File: src/rtl/bcd_convert_seq.sv
// Sequential binary-to-BCD converter (shift-and-add-3, one bit per clock).
// Accepts a binary value on start, runs WIDTH shift cycles plus one finish
// cycle, then publishes the decimal digits with a one-cycle done pulse.
// bcd_out holds the last completed result until the next conversion ends.
module bcd_convert_seq #(
    parameter int WIDTH  = 8,
    parameter int DIGITS = 3
) (
    input  logic                  clk,
    input  logic                  reset_n,
    input  logic                  start,
    input  logic [WIDTH-1:0]      bin_in,
    output logic                  busy,
    output logic                  done,
    output logic [4*DIGITS-1:0]   bcd_out
);

    localparam int CW = $clog2(WIDTH + 1);
    localparam int SW = 4 * DIGITS;

    localparam logic [1:0] ST_IDLE   = 2'd0;
    localparam logic [1:0] ST_SHIFT  = 2'd1;
    localparam logic [1:0] ST_FINISH = 2'd2;

    // Add 3 to every digit that is 5 or more; digits never carry into each other.
    function automatic logic [SW-1:0] adjust_digits(input logic [SW-1:0] s);
        logic [SW-1:0] r;
        r = s;
        for (int i = 0; i < DIGITS; i++) begin
            if (s[4*i +: 4] >= 4'd5) begin
                r[4*i +: 4] = s[4*i +: 4] + 4'd3;
            end else begin
                r[4*i +: 4] = s[4*i +: 4];
            end
        end
        return r;
    endfunction

    logic [1:0]       state_q,   state_d;
    logic [WIDTH-1:0] bin_q,     bin_d;
    logic [SW-1:0]    scratch_q, scratch_d;
    logic [CW-1:0]    cnt_q,     cnt_d;
    logic             busy_q,    busy_d;
    logic             done_q,    done_d;
    logic [SW-1:0]    bcd_q,     bcd_d;
    logic [SW-1:0]    scratch_adj_s;

    // Next-state logic: handshake, shift-and-add-3 step and result publication.
    always_comb begin
        state_d       = state_q;
        bin_d         = bin_q;
        scratch_d     = scratch_q;
        cnt_d         = cnt_q;
        busy_d        = busy_q;
        done_d        = 1'b0;
        bcd_d         = bcd_q;
        scratch_adj_s = adjust_digits(scratch_q);

        case (state_q)
            ST_IDLE: begin
                if (start) begin
                    bin_d     = bin_in;
                    scratch_d = {SW{1'b0}};
                    cnt_d     = CW'(WIDTH);
                    busy_d    = 1'b1;
                    state_d   = ST_SHIFT;
                end else begin
                    busy_d    = 1'b0;
                    state_d   = ST_IDLE;
                end
            end
            ST_SHIFT: begin
                // Binary MSB enters the scratch LSB after the digit correction.
                scratch_d = (scratch_adj_s << 1) | {{(SW-1){1'b0}}, bin_q[WIDTH-1]};
                bin_d     = bin_q << 1;
                cnt_d     = cnt_q - CW'(1);
                busy_d    = 1'b1;
                if (cnt_q == CW'(1)) begin
                    state_d = ST_FINISH;
                end else begin
                    state_d = ST_SHIFT;
                end
            end
            ST_FINISH: begin
                bcd_d   = scratch_q;
                done_d  = 1'b1;
                busy_d  = 1'b0;
                state_d = ST_IDLE;
            end
            default: begin
                busy_d  = 1'b0;
                state_d = ST_IDLE;
            end
        endcase
    end

    // State registers with synchronous active-low reset; reset discards any partial result.
    always_ff @(posedge clk) begin
        if (!reset_n) begin
            state_q   <= ST_IDLE;
            bin_q     <= {WIDTH{1'b0}};
            scratch_q <= {SW{1'b0}};
            cnt_q     <= {CW{1'b0}};
            busy_q    <= 1'b0;
            done_q    <= 1'b0;
            bcd_q     <= {SW{1'b0}};
        end else begin
            state_q   <= state_d;
            bin_q     <= bin_d;
            scratch_q <= scratch_d;
            cnt_q     <= cnt_d;
            busy_q    <= busy_d;
            done_q    <= done_d;
            bcd_q     <= bcd_d;
        end
    end

    assign busy    = busy_q;
    assign done    = done_q;
    assign bcd_out = bcd_q;

endmodule

File: config.mk
export PLATFORM = sky130hd
export DESIGN_NAME = bcd_convert_seq
export DESIGN_NICKNAME = d
export VERILOG_FILES = /design/src/rtl/bcd_convert_seq.sv
export SDC_FILE = /design/constraint.sdc
export NUM_CORES = 1
export LEC_CHECK = 0
export CAP_MARGIN = 40
export CORE_MARGIN = 1.5
export CORE_UTILIZATION = 62
export CTS_CLUSTER_SIZE = 20
export DETAILED_ROUTE_END_ITERATION = 16
export DONT_BUFFER_PORTS = 1
export GPL_ROUTABILITY_DRIVEN = 0
export PLACE_DENSITY = 0.78
export SLEW_MARGIN = 20
export SYNTH_ARGS = -nofsm -noshare
export SYNTH_HDL_FRONTEND = slang
export SYNTH_SLANG_ARGS = --single-unit
File: constraint.sdc
create_clock -name clk -period 2.65 [get_ports clk]
set_clock_uncertainty 0.1 [all_clocks]
set_input_delay 0.6625 -clock clk [delete_from_list [all_inputs] [get_ports clk]]
set_output_delay 0.6625 -clock clk [all_outputs]
set_load 0.05 [all_outputs]
==> results.ini <==
[power]
leakagePower_nw = 0.735
clkPwrFrac = 0.346
power_mw = 1.13
p_int_mw = 0.864
switching_share = 0.238
p_per_area_mw_per_mm2 = 601
comb_power_share = 0.084
vdd_ir_drop_max_mv = 0.442
p_seq_frac = 0.570
p_switching_mw = 0.270

[synth]
ys_ff_latch = 40
synth.top_cell.area_share = 0.431
avgSynthCellArea_um2 = 8.81
synth_nets = 230
syn_inst = 211
yosysTopAreaCell = dfxtp_1
synth_edf_count = 0
synth_warnings = 0
ys_async_sr_fraction = 0
syn_area_mm2 = 0.00186
yosys-top-cells-area = dfxtp_1 43%, nand2_1 10%, ha_1 5.4%
ys_types = 37
synth-main-ff-cell = dfxtp_1
yosysSeqAreaShare = 0.431

[sta]
worst_slew_pin_slew_ns = 0.513
rsz0062_at_grt = no
post-route-period-util = 0.676
setup_tns_ns = 0
fmax_mhz = 559
setup_viol = 0
slew_viol_final = 0
slew_headroom = 0.657
finalHoldViolCount = 0
period_needed_ns = 1.79

[floorplan]
fp.dieArea_mm2 = 0.00334
io_pins = 25
rows = 19
initial_core_util = 0.663
fp.dieH_um = 57.8
core_area_mm2 = 0.00281
die_w_um = 57.8

[drt]
via_per_inst = 5.71
firstDrtPassIters = 10
drc_errors = 2
dr.max_layer_used = met4
wl_mm = 3.25
m1WireLength_mm = 1.44
vias = 1365
wire_per_inst_um = 13.6
ant_nets = 0
met3_length_um = 179
first_iter_violations = 41
routed-wl-met2_mm = 1.58

[layout]
n_antenna_cell = 0
layout.nets = 226
final_cell_area_mm2 = 0.00189
post-route-util = 0.673
areaGrowthSynthToFinish_pct = 1.48
drive_gt1_frac = 0.0817

[worst_setup_path]
cp_slowest_cell = dfxtp_1
endpoint = scratch_q[6]
reg2reg_slack_ns = 0.86
ff2ff_path_depth = 6
crit_fanout = 4
crit_type = reg2reg
end_kind = register
r2r_end = scratch_q[6]
crit_chain = inv_1 -> ha_1 -> nand2b_1 -> a21oi_1 -> mux2_2 -> o21ai_0
cp.depth = 6
crit_family = compound AO/OA/AOI/OAI gates
cp-start-kind = register
arrival_ns = 1.97
r2r-start = scratch_q[5]
crit_start = scratch_q[5]
max_stage_delay_ns = 0.40
required_ns = 2.83
path_buf_inv = 1

[global_routing]
grt_pass1_wl_mm = 5.56
grt_pass1_vias = 1326
antenna_found_initial = 0
grt_usage = 0.217
grt_max_degree = 33
grt_overflow_total = 0

[placement]
placed_area_mm2 = 0.00181
port_buffers = 0
hpwl_mm = 2.24

[clocking]
cts_max_level = 2
clock_sinks = 40
numCtsBuffers = 5
clockBufferDepth = 2
clkLatencyLatePin_ns = 0.34
cts_root_buf = clkbuf_4
ctsResizeCount = 0
cts_setup_buffers = 0
cts.reportedPaths.clkPinSlew_ns = 0.12
holdBufCountCts = 0
tritoncts = done

[job]
drv_cap = 0

[outcome]
failed_checks = DRC
status = complete, but fails checks

[worst_hold_path]
hold_path_class = in2reg

==> cell type report <==
class,instances,area (um2)
inverter,9,33.8
tap,31,38.8
sequential,40,801
clock inverter,2,35.0
fill,244,918
multi-input combinational,151,937
clock buffer,6,41.3
==> cell usage after synthesis, drive strengths merged (4+ instances only) <==
master,instances
nand2,52
nor2b,4
a21boi,16
buf,8
o21ai,14
ha,8
nor2,5
inv,9
nand2b,5
nand3,10
nor3,4
o211a,7
dfxtp,40
a21oi,4
==> cells in the final DEF (no fill, tap or decap) <==
master     netlist  final
nand2_1         51     51
dfxtp_1         40     40
o21ai_0         14     14
a21boi_0        13     13
nand3_1         10     10
inv_1            9      9
ha_1             8      8
o211a_1          7      7
clkbuf_4         0      5
nand2b_1         4      4
nor3_1           4      4
a21oi_1          4      4
nor2_1           3      3
a21boi_1         3      3
and2_1           3      3
nor2b_1          3      3
mux2_2           3      3
xnor2_1          3      3
xor2_1           2      2
o31ai_1          2      2
and2b_2          1      1
nor2_2           1      1
nor2_4           1      1
nor2b_4          1      1
nand2b_4         1      1
nand2_2          1      1
o21bai_4         1      1
nand3b_1         1      1
a32oi_1          1      1
a31oi_1          1      1
a22oi_1          1      1
nor3b_1          1      1
o22ai_1          1      1
and3_1           1      1
bufinv_16        0      1
clkinv_2         0      1
clkbuf_1         3      1
==> flip-flops by register name, summed over array words and instances (netlist names) <==
register / cells
bcd_out: 12
scratch_q: 12
bin_q: 8
cnt_q: 4
state_q: 2
busy: 1
done: 1
==> power groups by stage <==
stage	combinational (mW)	clock [mW]	sequential, mW
2_1_floorplan	0.100	0	0.652
3_5_place_dp	0.0970	0	0.659
5_1_grt	0.110	0.425	0.650
3_3_place_gp	0.0913	0	0.659
6_report	0.0956	0.392	0.646
4_1_cts	0.0976	0.401	0.646
==> per-stage QoR <==
stage / worst slack, ns / hold WS (ns) / instances
2_1_floorplan: 1.08 / 0.346 / 211
3_5_place_dp: 0.914 / 0.377 / 231
3_3_place_gp: 1.05 / 0.369 / 231
6_report: 0.860 / 0.333 / 239
5_1_grt: 0.762 / 0.309 / 239
4_1_cts: 0.871 / 0.323 / 239
==> worst min path at each step <==
stage,start,endpoint,slack (ns),depth (start not counted)
after global routing,reset_n,bin_q[1],0.31,1
after floorplan,scratch_q[9],scratch_q[9],0.35,2
final,reset_n,bin_q[2],0.33,1
after CTS,reset_n,bin_q[1],0.32,1
after detailed placement,scratch_q[9],scratch_q[9],0.38,2
after global placement,scratch_q[9],scratch_q[9],0.37,2
==> cell families after synthesis <==
logic type | after synthesis | synth area share
AND/OR/NAND/NOR | 87 | 0.224
buffers and inverters | 20 | 0.0653
adder cells (fa/ha/maj) | 8 | 0.0538
AO/OA/AOI/OAI | 48 | 0.184
multiplexers | 3 | 0.0182
XOR/XNOR | 5 | 0.0236
flip-flops | 40 | 0.431
==> layer usage <==
metal | up-vias | GRT usage
li1 | 697 | -
met5 | - | 0
met1 | 631 | 0.256
met3 | 5 | 0.0469
met4 | 0 | 0.0930
met2 | 32 | 0.380
No activity file was read; power rests on OpenSTA's default activity.
==> variant 1 (same settings) <==
The parameter `DIGITS` goes from 3 to 2.
--- a/src/rtl/bcd_convert_seq.sv
+++ b/src/rtl/bcd_convert_seq.sv
@@ -6,3 +6,3 @@
     parameter int WIDTH  = 8,
-    parameter int DIGITS = 3
+    parameter int DIGITS = 2
 ) (
Interface: changed (resized bcd_out); port bits go from 25 to 21. The function was not compared with the original's and may differ.
==> variant 1 against the original RTL <==
Routed wire length fell by 19%. Sequential cell count down 8. Setup slack better by 0.017 ns. Sequential power fell by 19%. Utilization increased by 0.62 points. Area after synthesis is 24% lower. Via count down 18%. Design area shrank 22%. Hold slack better by 0.033 ns. Fmax up 0.98%. Power decreased by 10%. Critical path type unchanged. Critical endpoint is now scratch_q[2]. Largest cell class unchanged. Largest power group unchanged.
==> variant 1: results (changes against the original RTL) <==
status = completed
hpwl dp = 1810 µm (-19%)
Total Routing Usage GR = 23.4% (+1.7 points)
Vias per Instance = 5.73 (+0.30%)
Critical R2R Launch = scratch_q[1]
ratio of cells with drive above 1 in the final layout = 7.19% (-0.99 points)
Worst VDD drop = 0.485 mV (+9.6%)
TritonRoute pass-1 iters = 4 (-6)
WP data arrival = 1.93 ns (-0.04 ns)
worst reg-to-reg setup slack = 0.88 ns (+0.02 ns)
first-pass GRT wire length = 4510 µm (-19%)
Pleak = 0.532 nW (-28%)
asr flop ratio synth = 0% (unchanged)
Vias = 1,117 (-18%)
Worst Max-Slew Pin Slew = 0.623 ns (+0.110 ns)
XOR/XNOR Fraction of Synth Area = 1.87% (-0.48 points)
DR iter-0 viols = 22 (-46%)
CTS clock-pin slew for the worst setup and hold paths = 0.10 ns (-0.02 ns)
Syn Std Cell Area = 1400 µm² (-24%)
vias in the first global route = 1,023 (-23%)
PostCTS Resize Cnt = 0 (unchanged)
wirelength, routed = 2640 µm (-19%)
mux cell area share after synthesis = 1.60% (-0.21 points)
Compound-Gate Fraction of Synth Area = 16.4% (-2.0 points)
largest net degree at the start of global routing = 22 (-33%)
Seq/Total Area, Yosys = 45.6% (+2.6 points)
worst reg-to-reg path cell count = 6 (unchanged)
minimum clock period = 1.77 ns (-0.0173 ns)
largest cells by area after synthesis = dfxtp_1 46%, nand2_1 8.8%, ha_1 5.3%
utilization after layout = 67.9% (+0.62 points)
Diodes inserted = 0 (unchanged)
Synthesis Warnings = 0 (unchanged)
r2r endpoint = scratch_q[2]
fillers = 187 (-23%)
Final nets = 183 (-19%)
Cell variety after synth = 30 (-19%)
Post-Synth Adder-Cell Area = 5.35% (-0.036 points)
dpl ws = 0.934 ns (+0.0203 ns)
CP peak stage delay = 0.40 ns (about the same)
post-synthesis cell count = 169 (-20%)
CP startpoint = scratch_q[1]
top cells by count, synth = 33 x nand2_1, 32 x dfxtp_1, 15 x nor2_1
DRC = 0 (-2)
Net Count, Synth = 186 (-19%)
==> variant 1: cell types whose count changed after synthesis, moves of 3 or more <==
cell,unedited run,this run
nand2_1,51,33
nor2_1,3,15
a21boi_0,13,2
a21oi_1,4,13
a311oi_1,0,8
dfxtp_1,40,32
o211a_1,7,0
o21ai_0,14,10
a21boi_1,3,0
buf_6,5,2
nand3_1,10,7
==> variant 1: metal layers <==
metal	up-vias	global-route usage, %	share of wire [%]
met2	30	37.9	50
li1	563	-	-
met1	522	30.5	45
met5	-	0	0
met4	0	8.11	0.53
met3	2	5.36	4.6
==> variant 1: area by class of cell <==
type	count	share of cell area, %
Clock buffer	7	4.42
Inverter	7	1.78
Tap cell	28	2.38
Clock inverter	1	2.04
Sequential cell	32	43.5
Multi-Input combinational cell	120	45.9
==> variant 1: worst min-delay path by stage <==
| stage | slack, ns | depth (start not counted) | end |
|---|---|---|---|
| 2_1_floorplan | 0.34 | 2 | bcd_out[7] |
| 3_3_place_gp | 0.36 | 2 | bcd_out[5] |
| 3_5_place_dp | 0.37 | 2 | bin_q[5] |
| 4_1_cts | 0.36 | 1 | cnt_q[1] |
| 5_1_grt | 0.36 | 1 | cnt_q[1] |
| 6_report | 0.37 | 1 | cnt_q[1] |
==> variant 1: worst max-delay path, delay by kind of cell (launching register included) <==
| family | cells | cell delay, ns |
|---|---|---|
| buffers and inverters | 1 | 0.09 |
| multiplexers | 1 | 0.38 |
| adder cells (fa/ha/maj) | 1 | 0.18 |
| AND/OR/NAND/NOR | 1 | 0.13 |
| AO/OA/AOI/OAI | 2 | 0.43 |
| flip-flops | 1 | 0.40 |
==> variant 1: power breakdown <==
group,total [W],internal (W),switching (W)
clock,0.000415,0.000251,0.000164
sequential,0.000522,0.000501,0.0000208
combinational,0.0000781,0.0000290,0.0000491
==> variant 2 (config.mk and constraints unchanged) <==
Made on the original files. Register the output `bcd_out` once more, with the module's reset; this adds one clock of latency there. The other outputs are not delayed to match.
--- a/src/rtl/bcd_convert_seq.sv
+++ b/src/rtl/bcd_convert_seq.sv
@@ -119,3 +119,9 @@
     assign done    = done_q;
-    assign bcd_out = bcd_q;
+    always_ff @(posedge clk) begin
+        if (!reset_n) begin
+            bcd_out <= '0;
+        end else begin
+            bcd_out <= bcd_q;
+        end
+    end
 
Behaviour: no difference found for any inputs over 10 cycles, from zero or initial values and one cycle with reset_n low; that may be too few to reach the edited logic, so the function may still have changed.
==> variant 2 against the original RTL <==
Routed wire length is 13% higher. Power up 12%. Sequential cell count grew 12. Largest power group unchanged. Critical endpoint is now scratch_q[2]. Area after synthesis up 9.8%. Design area is 11% higher. Global-route usage is 2.0 points higher. Setup slack lost 0.064 ns. Critical path type unchanged.
==> variant 2: results (changes against the original RTL) <==
critical path endpoint = scratch_q[2]
WP data arrival = 2.06 ns (+0.09 ns)
largest registers = bcd_out: 12 flops, bcd_q: 12 flops, scratch_q: 12 flops
CP startpoint = scratch_q[1]
Worst Max-Slew Pin Slew = 0.487 ns (-0.0257 ns)
Vias = 1,443 (+5.7%)
Detail Route met2 WL = 1850 µm (+17%)
Post-CTS Setup Repair Bufs = 0 (unchanged)
H-Tree Level Count = 2 (unchanged)
TritonRoute pass-1 iters = 4 (-6)
largest net degree at the start of global routing = 32 (-3.0%)
CTS Buffer Depth = 2 (unchanged)
Total Routing Usage GR = 23.7% (+2.0 points)
DR WL met3 = 133 µm (-26%)
initial antenna violation count = 0 (unchanged)
status = completed
max layer used = met4
WL met1 = 1630 µm (+13%)
Hold Crit Class = input pin to flip-flop
worst-path maximum fanout = 4 (unchanged)
ratio of cells with drive above 1 in the final layout = 9.41% (+1.2 points)
Cell variety after synth = 32 (-14%)
met1 usage = 27.4% (+1.9 points)
Pleak = 0.768 nW (+4.4%)
XOR/XNOR Fraction of Synth Area = 2.15% (-0.21 points)
worst skew pair latency = 0.37 ns (+0.03 ns)
Synthesis Warnings = 0 (unchanged)
Diodes inserted = 0 (unchanged)
ys flop type = dfxtp_1
top cells by count, synth = 52 x dfxtp_1, 23 x o21ai_0, 14 x and2_1
Seq/Total Area, Yosys = 51.0% (+7.9 points)
M3 GR Usage = 7.46% (+2.8 points)
routed len/inst = 14.9 µm (+9.5%)
Compound-Gate Fraction of Synth Area = 20.5% (+2.1 points)
Inserted Clock Buffers = 5 (unchanged)
asr flop ratio synth = 0% (unchanged)
first-pass GRT wire length = 6330 µm (+14%)
Net Count, Synth = 221 (-3.9%)
worst reg-to-reg setup slack = 0.80 ns (-0.06 ns)
largest cells by area after synthesis = dfxtp_1 51%, o21ai_0 5.6%, o22a_1 5.2%
met2 Use GR = 41.5% (+3.5 points)
hold wc startpoint = reset_n
hpwl dp = 2470 µm (+10%)
Post-Synth Adder-Cell Area = 4.90% (-0.48 points)
I/O Buffers = 0 (unchanged)
mux cell area share after synthesis = 1.66% (-0.16 points)
Worst VDD drop = 0.452 mV (+2.1%)
DR iter-0 viols = 62 (+51%)
-- variant 2: cell count changes in the layout (fill, tap and decap cells not counted), moves of 7 or more --
cell / delta
dfxtp_1: +12
o22a_1: +12
a21boi_0: -9
nand2_1: -39
and2_1: +11
o21ai_0: +9
a21oi_1: +7
o211a_1: -7
-- variant 2: through the flow --
step / hold WS (ns) / instances / cell area [µm²] / worst slack (ns) / total power, W
5_1_grt: 0.301 / 246 / 2090 / 0.688 / 0.00133
2_1_floorplan: 0.329 / 202 / 2040 / 1.04 / 0.000923
4_1_cts: 0.310 / 246 / 2090 / 0.810 / 0.00128
3_3_place_gp: 0.339 / 238 / 2030 / 1.00 / 0.000927
3_5_place_dp: 0.343 / 238 / 2030 / 0.844 / 0.000933
6_report: 0.314 / 246 / 2090 / 0.796 / 0.00128
-- variant 2: area by class of cell --
type | count | area, µm²
Sequential cell | 52 | 1040
Tap cell | 44 | 55.1
Multi-Input combinational cell | 131 | 890
Clock buffer | 8 | 58.8
Inverter | 11 | 41.3
Fill cell | 254 | 992
-- variant 2: worst min path at each step --
stage                       endpoint  slack [ns]  cells after the start
after floorplan           bcd_out[0]        0.33                      1
after detailed placement  bcd_out[2]        0.34                      1
after global placement    bcd_out[7]        0.34                      1
after global routing        cnt_q[0]        0.30                      1
after CTS                   bin_q[2]        0.31                      2
final                       bin_q[2]        0.31                      2
-- variant 2: worst max-delay path, stage by stage, from the launching register on --
cell,delay [ns]
dfxtp_1,0.40
inv_1,0.09
ha_1,0.18
nand2b_1,0.14
a21oi_1,0.36
mux2_2,0.38
o21ai_0,0.14
-- variant 2: power breakdown --
part / switching, W / internal [W]
Sequential: 0.0000269 / 0.000806
Clock: 0.000227 / 0.000131
Combinational: 0.0000486 / 0.0000348
Total: 0.000303 / 0.000973
